File: src/rtl/s2_kes_dcme_param_pkg.sv
// Shared definitions for the RS stage-2 key-equation solver: symbol width,
// field polynomial, bus slicing helpers and the GF(2^8) multiply.
package s2_kes_dcme_param_pkg;

    localparam int unsigned SW        = 8;
    localparam logic [8:0]  PRIM_POLY = 9'h11D;
    localparam int unsigned MAX_T     = 8;

    typedef enum logic [1:0] {
        ST_IDLE,
        ST_ITER,
        ST_FIN
    } kes_state_e;

    typedef enum logic [1:0] {
        OP_HOLD,
        OP_SHIFT,
        OP_COMPUTE
    } kes_op_e;

    function automatic int unsigned syn_idx(input int unsigned i);
        return i * SW;
    endfunction

    function automatic int unsigned coef_idx(input int unsigned j);
        return j * SW;
    endfunction

    // Shift-and-add multiply, reducing by the field polynomial after each shift.
    function automatic logic [SW-1:0] gf_mul(input logic [SW-1:0] a, input logic [SW-1:0] b);
        logic [SW-1:0] acc;
        logic [SW-1:0] sh;
        acc = '0;
        sh  = a;
        for (int unsigned i = 0; i < SW; i++) begin
            if (b[i]) acc = acc ^ sh;
            sh = {sh[SW-2:0], 1'b0} ^ (sh[SW-1] ? PRIM_POLY[SW-1:0] : '0);
        end
        return acc;
    endfunction

endpackage

File: src/rtl/s2_kes_dcme_param_if.sv
// Start/syndrome inputs and locator/evaluator/status outputs of the KES stage.
interface s2_kes_dcme_param_if #(
    parameter int unsigned T = 2
);
    import s2_kes_dcme_param_pkg::*;

    logic                  kes_ena;
    logic [SW*2*T-1:0]     rs_syn;
    logic [SW*(T+1)-1:0]   rs_lambda;
    logic [SW*T-1:0]       rs_omega;
    logic                  kes_busy;
    logic                  kes_done;
    logic                  kes_fail;

    modport master (
        output kes_ena, rs_syn,
        input  rs_lambda, rs_omega, kes_busy, kes_done, kes_fail
    );

    modport slave (
        input  kes_ena, rs_syn,
        output rs_lambda, rs_omega, kes_busy, kes_done, kes_fail
    );

endinterface

File: src/rtl/s2_kes_dcme_param_pe.sv
// One word slice (k >= 1) of the DCME R/Q datapath, plus the GF(2^8) multiplier
// it is built from.
module s2_kes_dcme_param_pe
    import s2_kes_dcme_param_pkg::*;
(
    input  kes_op_e         op_i,
    input  logic            swap_i,
    input  logic [SW-1:0]   msb_r_i,
    input  logic [SW-1:0]   msb_q_i,
    input  logic [SW-1:0]   r_prev_i,
    input  logic [SW-1:0]   q_prev_i,
    input  logic [SW-1:0]   r_cur_i,
    input  logic [SW-1:0]   q_cur_i,
    output logic [SW-1:0]   r_nxt_o,
    output logic [SW-1:0]   q_nxt_o
);

    logic [SW-1:0] rq_prod;
    logic [SW-1:0] qr_prod;

    gf2m8_multi u_mul_rq (.a_i(msb_r_i), .b_i(q_prev_i), .p_o(rq_prod));
    gf2m8_multi u_mul_qr (.a_i(msb_q_i), .b_i(r_prev_i), .p_o(qr_prod));

    always_comb begin
        r_nxt_o = r_cur_i;
        q_nxt_o = q_cur_i;
        case (op_i)
            OP_SHIFT: begin
                q_nxt_o = q_prev_i;
            end
            OP_COMPUTE: begin
                r_nxt_o = rq_prod ^ qr_prod;
                if (swap_i) q_nxt_o = r_cur_i;
            end
            default: ;
        endcase
    end

endmodule

module gf2m8_multi
    import s2_kes_dcme_param_pkg::*;
(
    input  logic [SW-1:0] a_i,
    input  logic [SW-1:0] b_i,
    output logic [SW-1:0] p_o
);

    assign p_o = gf_mul(a_i, b_i);

endmodule

File: src/rtl/s2_kes_dcme_param.sv
// DCME key-equation solver: 2T syndromes in, Lambda (T+1) and Omega (T) out,
// with start-edge detection, busy/done handshake, zero-syndrome bypass and fail flag.
module s2_kes_dcme_param
    import s2_kes_dcme_param_pkg::*;
#(
    parameter int unsigned T = 2
) (
    input  logic                    clk,
    input  logic                    rstn,
    s2_kes_dcme_param_if.slave      bus
);

    localparam int unsigned NW = 3 * T + 1;
    localparam int unsigned DW = $clog2(2 * T + 1) + 1;
    localparam int unsigned CW = $clog2(2 * T + 1);
    localparam logic [DW-1:0] DEG_T      = DW'(T);
    localparam logic [DW-1:0] DEG_R_INIT = DW'(2 * T);
    localparam logic [DW-1:0] DEG_Q_INIT = DW'(2 * T - 1);
    localparam logic [CW-1:0] CNT_LAST   = CW'(2 * T - 1);

    kes_state_e             state_q;
    logic [CW-1:0]          cnt_q;
    logic                   kes_ena_1t_q;
    logic                   zs_q;
    logic [SW-1:0]          r_q [NW];
    logic [SW-1:0]          q_q [NW];
    logic [SW-1:0]          r_d [NW];
    logic [SW-1:0]          q_d [NW];
    logic [SW-1:0]          r_it [NW];
    logic [SW-1:0]          q_it [NW];
    logic [DW-1:0]          deg_r_q, deg_q_q, deg_r_d, deg_q_d;
    logic [SW*(T+1)-1:0]    lambda_q, lambda_fin;
    logic [SW*T-1:0]        omega_q, omega_fin;
    logic                   fail_q, fail_fin;
    logic                   done_q;
    logic                   busy_q;

    logic                   kes_init;
    logic                   load;
    logic [SW-1:0]          msb_r;
    logic [SW-1:0]          msb_q;
    logic                   swap;
    kes_op_e                op;

    assign kes_init = bus.kes_ena & ~kes_ena_1t_q;
    assign load     = kes_init & (state_q == ST_IDLE);
    assign msb_r    = r_q[NW-1];
    assign msb_q    = q_q[NW-1];
    assign swap     = (msb_r != '0) && (deg_r_q < deg_q_q);

    always_comb begin
        op = OP_HOLD;
        if (state_q == ST_ITER && deg_r_q >= DEG_T) begin
            op = (msb_q == '0) ? OP_SHIFT : OP_COMPUTE;
        end
    end

    // Word 0 has no lower neighbour: it only ever receives zero or a swapped R[0].
    assign r_it[0] = (op == OP_COMPUTE) ? '0 : r_q[0];
    assign q_it[0] = (op == OP_SHIFT)           ? '0      :
                     (op == OP_COMPUTE && swap) ? r_q[0]  : q_q[0];

    for (genvar k = 1; k < NW; k++) begin : g_pe
        s2_kes_dcme_param_pe u_pe (
            .op_i     (op),
            .swap_i   (swap),
            .msb_r_i  (msb_r),
            .msb_q_i  (msb_q),
            .r_prev_i (r_q[k-1]),
            .q_prev_i (q_q[k-1]),
            .r_cur_i  (r_q[k]),
            .q_cur_i  (q_q[k]),
            .r_nxt_o  (r_it[k]),
            .q_nxt_o  (q_it[k])
        );
    end

    always_comb begin
        r_d = r_it;
        q_d = q_it;
        if (load) begin
            for (int unsigned k = 0; k < NW; k++) begin
                r_d[k] = '0;
                q_d[k] = '0;
            end
            r_d[NW-1] = SW'(1);
            q_d[0]    = SW'(1);
            for (int unsigned i = 0; i < 2 * T; i++) begin
                q_d[T + 1 + i] = bus.rs_syn[syn_idx(i) +: SW];
            end
        end
    end

    always_comb begin
        deg_r_d = deg_r_q;
        deg_q_d = deg_q_q;
        if (load) begin
            deg_r_d = DEG_R_INIT;
            deg_q_d = DEG_Q_INIT;
        end else begin
            case (op)
                OP_SHIFT: deg_q_d = deg_q_q - 1'b1;
                OP_COMPUTE: begin
                    if (swap) begin
                        deg_r_d = deg_q_q - 1'b1;
                        deg_q_d = deg_r_q;
                    end else begin
                        deg_r_d = deg_r_q - 1'b1;
                    end
                end
                default: ;
            endcase
        end
    end

    always_comb begin
        lambda_fin = '0;
        omega_fin  = '0;
        if (zs_q) begin
            lambda_fin[coef_idx(0) +: SW] = SW'(1);
        end else begin
            for (int unsigned j = 0; j <= T; j++) begin
                lambda_fin[coef_idx(j) +: SW] = r_q[T + j];
            end
            for (int unsigned j = 0; j < T; j++) begin
                omega_fin[coef_idx(j) +: SW] = r_q[2 * T + 1 + j];
            end
        end
        fail_fin = ~zs_q & ((deg_r_q >= DEG_T) | (r_q[T] == '0));
    end

    always_ff @(posedge clk) begin
        if (!rstn) begin
            state_q      <= ST_IDLE;
            cnt_q        <= '0;
            kes_ena_1t_q <= 1'b0;
            zs_q         <= 1'b0;
            deg_r_q      <= '0;
            deg_q_q      <= '0;
            for (int unsigned k = 0; k < NW; k++) begin
                r_q[k] <= '0;
                q_q[k] <= '0;
            end
            lambda_q     <= '0;
            omega_q      <= '0;
            fail_q       <= 1'b0;
            done_q       <= 1'b0;
            busy_q       <= 1'b0;
        end else begin
            kes_ena_1t_q <= bus.kes_ena;
            done_q       <= 1'b0;
            r_q          <= r_d;
            q_q          <= q_d;
            deg_r_q      <= deg_r_d;
            deg_q_q      <= deg_q_d;
            case (state_q)
                ST_IDLE: begin
                    if (kes_init) begin
                        state_q <= ST_ITER;
                        cnt_q   <= '0;
                        busy_q  <= 1'b1;
                        zs_q    <= (bus.rs_syn == '0);
                    end
                end
                ST_ITER: begin
                    cnt_q <= cnt_q + 1'b1;
                    if (cnt_q == CNT_LAST) state_q <= ST_FIN;
                end
                ST_FIN: begin
                    state_q  <= ST_IDLE;
                    busy_q   <= 1'b0;
                    done_q   <= 1'b1;
                    lambda_q <= lambda_fin;
                    omega_q  <= omega_fin;
                    fail_q   <= fail_fin;
                end
                default: state_q <= ST_IDLE;
            endcase
        end
    end

    assign bus.rs_lambda = lambda_q;
    assign bus.rs_omega  = omega_q;
    assign bus.kes_fail  = fail_q;
    assign bus.kes_done  = done_q;
    assign bus.kes_busy  = busy_q;

endmodule

File: src/flat_wrapper.sv
// flat-port wrapper written by rule: the top's interface ports become plain ports
module s2_kes_dcme_param_flat import s2_kes_dcme_param_pkg::*;
#(
    parameter int unsigned T = 2
)
  (clk, rstn, bus_kes_ena, bus_rs_syn, bus_rs_lambda, bus_rs_omega, bus_kes_busy, bus_kes_done, bus_kes_fail);
  s2_kes_dcme_param_if #(.T(T)) bus_i ();
  input  logic clk;
  input  logic rstn;
  input wire logic [$bits(bus_i.kes_ena)-1:0] bus_kes_ena;
  input wire logic [$bits(bus_i.rs_syn)-1:0] bus_rs_syn;
  output wire logic [$bits(bus_i.rs_lambda)-1:0] bus_rs_lambda;
  output wire logic [$bits(bus_i.rs_omega)-1:0] bus_rs_omega;
  output wire logic [$bits(bus_i.kes_busy)-1:0] bus_kes_busy;
  output wire logic [$bits(bus_i.kes_done)-1:0] bus_kes_done;
  output wire logic [$bits(bus_i.kes_fail)-1:0] bus_kes_fail;
  assign bus_i.kes_ena = bus_kes_ena;
  assign bus_i.rs_syn = bus_rs_syn;
  assign bus_rs_lambda = bus_i.rs_lambda;
  assign bus_rs_omega = bus_i.rs_omega;
  assign bus_kes_busy = bus_i.kes_busy;
  assign bus_kes_done = bus_i.kes_done;
  assign bus_kes_fail = bus_i.kes_fail;
  s2_kes_dcme_param #(.T(T)) u_core (.clk(clk), .rstn(rstn), .bus(bus_i));
endmodule
File: config.mk
export PLATFORM = sky130hd
export DESIGN_NAME = s2_kes_dcme_param_flat
export DESIGN_NICKNAME = d
export VERILOG_FILES = /design/src/rtl/s2_kes_dcme_param_pkg.sv /design/src/rtl/s2_kes_dcme_param_if.sv /design/src/rtl/s2_kes_dcme_param_pe.sv /design/src/rtl/s2_kes_dcme_param.sv /design/src/flat_wrapper.sv
export SDC_FILE = /design/constraint.sdc
export NUM_CORES = 1
export LEC_CHECK = 0
export CAP_MARGIN = 20
export CORE_MARGIN = 2
export CORE_UTILIZATION = 52
export DETAILED_ROUTE_END_ITERATION = 6
export HOLD_SLACK_MARGIN = 0.05
export PLACE_DENSITY_LB_ADDON = 0.1
export SLEW_MARGIN = 0
export SYNTH_ARGS = -nofsm -noshare
export SYNTH_HDL_FRONTEND = slang
export SYNTH_SLANG_ARGS = --single-unit
File: constraint.sdc
create_clock -name clk -period 3 [get_ports clk]
set_input_delay 0.3 -clock clk [delete_from_list [all_inputs] [get_ports clk]]
set_output_delay 0.3 -clock clk [all_outputs]
set_load 0.02 [all_outputs]
-- After elaboration in Yosys (flattened, before gate mapping)
Cells that the tools add are included.
- register bits after elaboration: 155
- input bits: 35
- output and inout bits: 43
- logic and storage cells: 289
- add/sub/neg operators: 3
- order comparisons: 2
- equal/unequal tests: 9
- muxes and demuxes: 131
- bitwise operators: 96
- reduce and logical (&&, ||, !) cells: 21
- operators by type and width (cell ; count):
    $mux 8 ; 88
    $xor 8x8->8 ; 88
    $pmux 8 s2 ; 6
    $mux 5 ; 14
    $mux 49 ; 1
    $logic_not 32->1 ; 1
    $mux 16 ; 2
    $logic_not 8->1 ; 2
    $reduce_and 2->1 ; 6
    $mux 2 ; 5
    $mux 3 ; 3
    $mux 4 ; 2
    $pmux 4 s2 ; 1
    $reduce_bool 2->1 ; 4
    $reduce_bool 8->1 ; 1
    $sub 4x1->4 const B ; 2
    $xor 8x5->8 ; 1
    $mux 1 ; 6
    $pmux 3 s2 ; 1
    $reduce_bool 3->1 ; 2
    $eq 2x1->1 const B ; 2
    $eq 2x2->1 const B ; 2
    $ge 4x2->1 const B ; 1
    $lt 4x4->1 ; 1
    other kinds (13) ; 20

-- Depth between registers and ports, before layout
- depth after elaboration: 19
- mapped depth: 12
- mapped depth without buffers: 9

-- Cells and area by module
A second synthesis with hierarchy kept.
- cells, all modules: 3090
- area total of the unflattened synthesis: 22743.1 um^2
- modules (own cells, without submodules) (module ; times used ; cells each ; area an instance (um^2) ; seq. area each (um^2)):
    gf2m8_multi ; 12 ; 173 ; 1224.9 ; 0.0
    s2_kes_dcme_param ; 1 ; 606 ; 5641.7 ; 3103.0
    s2_kes_dcme_param_pe ; 6 ; 68 ; 400.4 ; 0.0

-- Least setup slack after synthesis
OpenSTA, ideal clock, no wires.
- kind: register to register
- from: register u_core.q_q, in the netlist u_core.msb_q[6]
- to: register u_core.r_q, in the netlist u_core.msb_r[2]
- library setup time: 0.132 ns
- data arrival time: 2.206 ns
- required time: 2.868 ns
- path slack: 0.662 ns
- stages on the path, launching flop included: 10
- buffers on the path: 1
- period minus slack after synthesis: 2.338 ns
- cell sequence: dfxtp_1 > buf_4 > xor2_1 > mux2_1 > a22oi_1 > xor2_1 > xnor3_1 > xnor3_1 > nand2_1 > a21oi_1
- longest elaborated chain between the ends: 16
- elaborated cells between the ends (all ways): 27
- those cells by class: eq/ne (1); mux (11); bitwise (14); reduce/logical (1)
- RTL lines (what ; line ; text):
    start, declared ; s2_kes_dcme_param.sv:26 ; logic [SW-1:0] q_q [NW];
    start signal, assigned ; s2_kes_dcme_param.sv:153 ; q_q <= q_d;
    $xor 8x8->8 ; -- ;
    $mux 5 ; -- ;
    $xor 8x8->8 ; -- ;
    $xor 8x8->8 ; s2_kes_dcme_param_pkg.sv:36 ; if (b[i]) acc = acc ^ sh;
    $mux 8 ; s2_kes_dcme_param_pkg.sv:36 ;
    $xor 8x8->8 ; s2_kes_dcme_param_pkg.sv:36 ;
    $mux 8 ; s2_kes_dcme_param_pkg.sv:36 ;
    $xor 8x8->8 ; s2_kes_dcme_param_pkg.sv:36 ;
    $mux 8 ; s2_kes_dcme_param_pkg.sv:36 ;
    $xor 8x8->8 ; s2_kes_dcme_param_pkg.sv:36 ;
    $mux 8 ; s2_kes_dcme_param_pkg.sv:36 ;
    $xor 8x8->8 ; s2_kes_dcme_param_pkg.sv:36 ;
    $mux 8 ; s2_kes_dcme_param_pkg.sv:36 ;
    $xor 8x8->8 ; s2_kes_dcme_param_pkg.sv:36 ;
    $mux 8 ; s2_kes_dcme_param_pkg.sv:36 ;
    $xor 8x8->8 ; s2_kes_dcme_param_pe.sv:32 ; r_nxt_o = rq_prod ^ qr_prod;
    end signal, assigned ; s2_kes_dcme_param.sv:152 ; r_q <= r_d;
    end, declared ; s2_kes_dcme_param.sv:25 ; logic [SW-1:0] r_q [NW];
Parallel ways exist; a longest one is shown, timed or not.
A chain may end at the register's enable or synchronous reset.

-- Final worst setup path
- from: register u_core.q_q, in the netlist u_core.msb_q[5]
- to: register u_core.q_q, in the netlist u_core.msb_q[5]
- longest elaborated chain between the ends: 6
- elaborated cells between the ends (all ways): 10
- those cells by class: eq/ne (3); mux (4); reduce/logical (3)
- RTL lines (what ; line ; text):
    $logic_not 8->1 * ; s2_kes_dcme_param.sv:54 ; op = (msb_q == '0) ? OP_SHIFT : OP_COMPUTE;
    $mux 2 * ; s2_kes_dcme_param.sv:54 ;
    $mux 2 * ; s2_kes_dcme_param.sv:53 ; if (state_q == ST_ITER && deg_r_q >= DEG_T) begin
    $eq 2x2->1 or $eq 2x1->1 (tied branches) ; -- ;
    $pmux 8 s2, or another cell as far along ; s2_kes_dcme_param_pe.sv:27 ; case (op_i)
    $mux 49 or $reduce_and 2->1 (tied branches) ; -- ;
Mark *: on every way between the ends. The rest lies on a longest branch, timed or not.

==> results.ini <==
[run_status]
status = completed

[timing]
maxSlewHeadroom_pct = 23.6
tns_ns = 0
hold_viol_final = 0
min_period_ns = 2.92
worst_slew_pin_slew_ns = 1.14
fin_skew_ns = 0.0195
final_max_slew_viol_count = 0
setup_violations = 0
rsz0062_at_grt = false
period_share_pct = 97.2
fmax_mhz = 343

[synthesis]
synth_edf_count = 0
synth_top_family_by_area = XOR/XNOR gates
synth_area_um2 = 16300
synth_seq_cells = 155
ys_async_sr_fraction_pct = 0
muxShareOfSynthArea_pct = 1.63
avgSynthCellArea_um2 = 7.13
synth_xor_area_share_pct = 37.1
synth-compound-area-share_pct = 10.8
ys_seq_area_share_pct = 19.0
synth.distinct_cells = 63
synth_cells = 2293
yosys.area_share.simple_pct = 24.2
synth_adder_area_share_pct = 0.612
ys.flop_type = dfxtp_1
yosysWarnings = 0
syn-num-nets = 2336

[clock_network]
clkTransAtPathRegs_ns = 0.07
cts.sinks = 155
numCtsBuffers = 17
cts_hold_buf = 0
cts_tree = yes
cts_buffer_depth = 2
clk_latency_ns = 0.47
cts-root-buf = clkbuf_16
htreeDepth = 4

[pwr]
swShare_pct = 40.6
p_sw_mw = 3.01
power_frac_comb_pct = 36.5
intPower_mw = 4.39
p_per_area_nw_per_um2 = 403
ir_worst_vdd_mv = 0.514
power_frac_clock_pct = 30.7
p_seq_share_pct = 32.8
cellLeakagePower_nw = 5.64

[finish]
stdcell_area_um2 = 18400
final_common_cell = nand2_1
drive_above_1_share_pct = 10.5
final_cell_mix = nand2_1, xnor2_1, dfxtp_1
fin_nets = 2353
utilization_pct = 59.7
syn_to_final_growth_pct = 12.4

[run]
max_cap_viol_count = 0

[global_route]
grt_pass1_vias = 15244
antenna_found_initial = 1
grt-ovfl-total = 0
gr-usage-all-layers_pct = 37.9
grt_max_degree = 85
grt_pass1_wl_mm = 94.1

[setup_path]
path_class = register to register
critPathMaxFanout = 11
crit_chain = or4_1, nor2_1, nor2b_4, nor2_2, nand2_1, a311oi_1
crit_path_max_incr_delay_ns = 0.63
slowest_stage = or4_1
worstPathArrival_ns = 3.21
worst_setup_path_end_kind = register
cp-start-kind = register
worstPathRequired_ns = 3.30

[placed_design]
dp_hpwl_mm = 43.7
place.gp.congestion = 0.992
portBuffers = 77
post_dp_cell_area_um2 = 17800

[detailed_routing]
drt-initial-drc-count = 1915
via_per_inst = 5.91
vias = 16058
antenna_left = 0
dr.pass1.iters = 6
wire_per_inst_um = 22.9
wirelength_mm = 62.1
drc = 0

[floorplanning]
rows = 64
dieArea_um2 = 32900
io_pins = 78
die_h_um = 181
start_util_pct = 53.2
die_w_um = 181
coreArea_um2 = 30700

[min_path]
min_path_type = input port to register

[path summary, 6_finish.rpt]
path	start	endpoint	slack, ns	cells past startpoint
worst min-delay path	bus_rs_syn[20]	u_core.q_q[12]	0.43	3
worst min register to register	u_core.cnt_q[1]	u_core.cnt_q[1]	0.48	2
worst max register to register	u_core.msb_q[5]	u_core.msb_q[5]	0.08	6
worst max-delay path	u_core.msb_q[5]	u_core.msb_q[5]	0.08	6
[routing by layer]
| metal | GRT usage (%) | wire (µm) | up-vias |
|---|---|---|---|
| met5 | 0 | 0 | - |
| met4 | 19.8 | 3350 | 0 |
| met3 | 8.73 | 7670 | 206 |
| met2 | 56.3 | 26100 | 1001 |
| met1 | 51.2 | 25000 | 7518 |
| li1 | - | - | 7333 |
[power groups by stage]
stage	Sequential, mW	Combinational, mW	Clock (mW)
after floorplan	2.23	1.77	0
after global placement	2.45	2.59	0
after detailed placement	2.45	2.60	0
after CTS	2.41	2.61	2.28
after global routing	2.42	2.82	2.36
final	2.42	2.70	2.27
[critical path: cells and delay by family, from the launching register on]
family | cells | cell delay, ns
AOI/OAI and AO/OA | 1 | 0.57
and+or+nand+nor | 5 | 1.71
DFF | 1 | 0.46
[repair_timing]
item / CTS / global route
buffers inserted: 0 / 3
endpoints found under the setup margin: 0 / 3
resized for setup: 0 / 1
[logic make-up after synthesis]
family                     after synthesis
DFF                                    155
and+or+nand+nor                        964
AOI/OAI and AO/OA                      280
xor gates and xnor gates               631
adders and majority gates                8
muxes                                   25
buffers and inverters                  230
[sequential cells by signal, indices dropped and copies added (netlist names), 2 cells and up]
name,flops
u_core.bus.rs_lambda,24
u_core.msb_r,8
u_core.r_q,40
u_core.q_q,41
u_core.msb_q,8
u_core.deg_r_q,4
u_core.state_q,2
u_core.cnt_q,3
u_core.deg_q_q,4
u_core.bus.rs_omega,16
[metrics by stage]
stage | power [mW] | hold WS (ns) | worst slack (ns) | instances
6_report | 7.40 | 0.428 | 0.0825 | 2719
5_1_grt | 7.60 | 0.439 | 0.0282 | 2718
4_1_cts | 7.30 | 0.417 | 0.0519 | 2715
3_5_place_dp | 5.05 | 0.471 | 0.0726 | 2684
3_3_place_gp | 5.04 | 0.460 | 0.0847 | 2684
2_1_floorplan | 3.99 | 0.422 | 0.662 | 2293
[cell type report]
cell class	count	area [µm²]
fillers	2896	12400
multi-input cells	1908	12200
flip-flops and latches	155	3110
repair buffers	215	1940
well taps	396	495
clock buffers	20	457
clock inverters	11	126
inverters	13	48.8
diodes	1	2.50
[Yosys cell counts, drive strengths merged, types with 2 or more instances]
master	n	area, µm²
nor4	13	81.3
nor2	130	490
xor3	4	96.3
nand2	716	2700
o211ai	4	30.0
mux2	13	146
nand3b	2	15.0
xor2	111	1130
o21ai	50	254
nor3b	37	278
a221oi	2	23.8
a22oi	28	210
xnor3	8	180
a21oi	98	490
inv	13	48.8
buf	95	592
a311oi	24	210
clkbuf	122	458
nand2b	15	93.8
nand3	19	95.1
a31oi	23	144
a21o	3	22.5
nor3	6	30.0
and2	3	18.8
mux2i	12	120
a211oi	38	295
nor2b	11	68.8
nand4	3	18.8
xnor2	508	4660
ha	8	100
o221ai	3	26.3
or4	3	22.5
dfxtp	155	3100
Power figures use the tool's default switching activity.
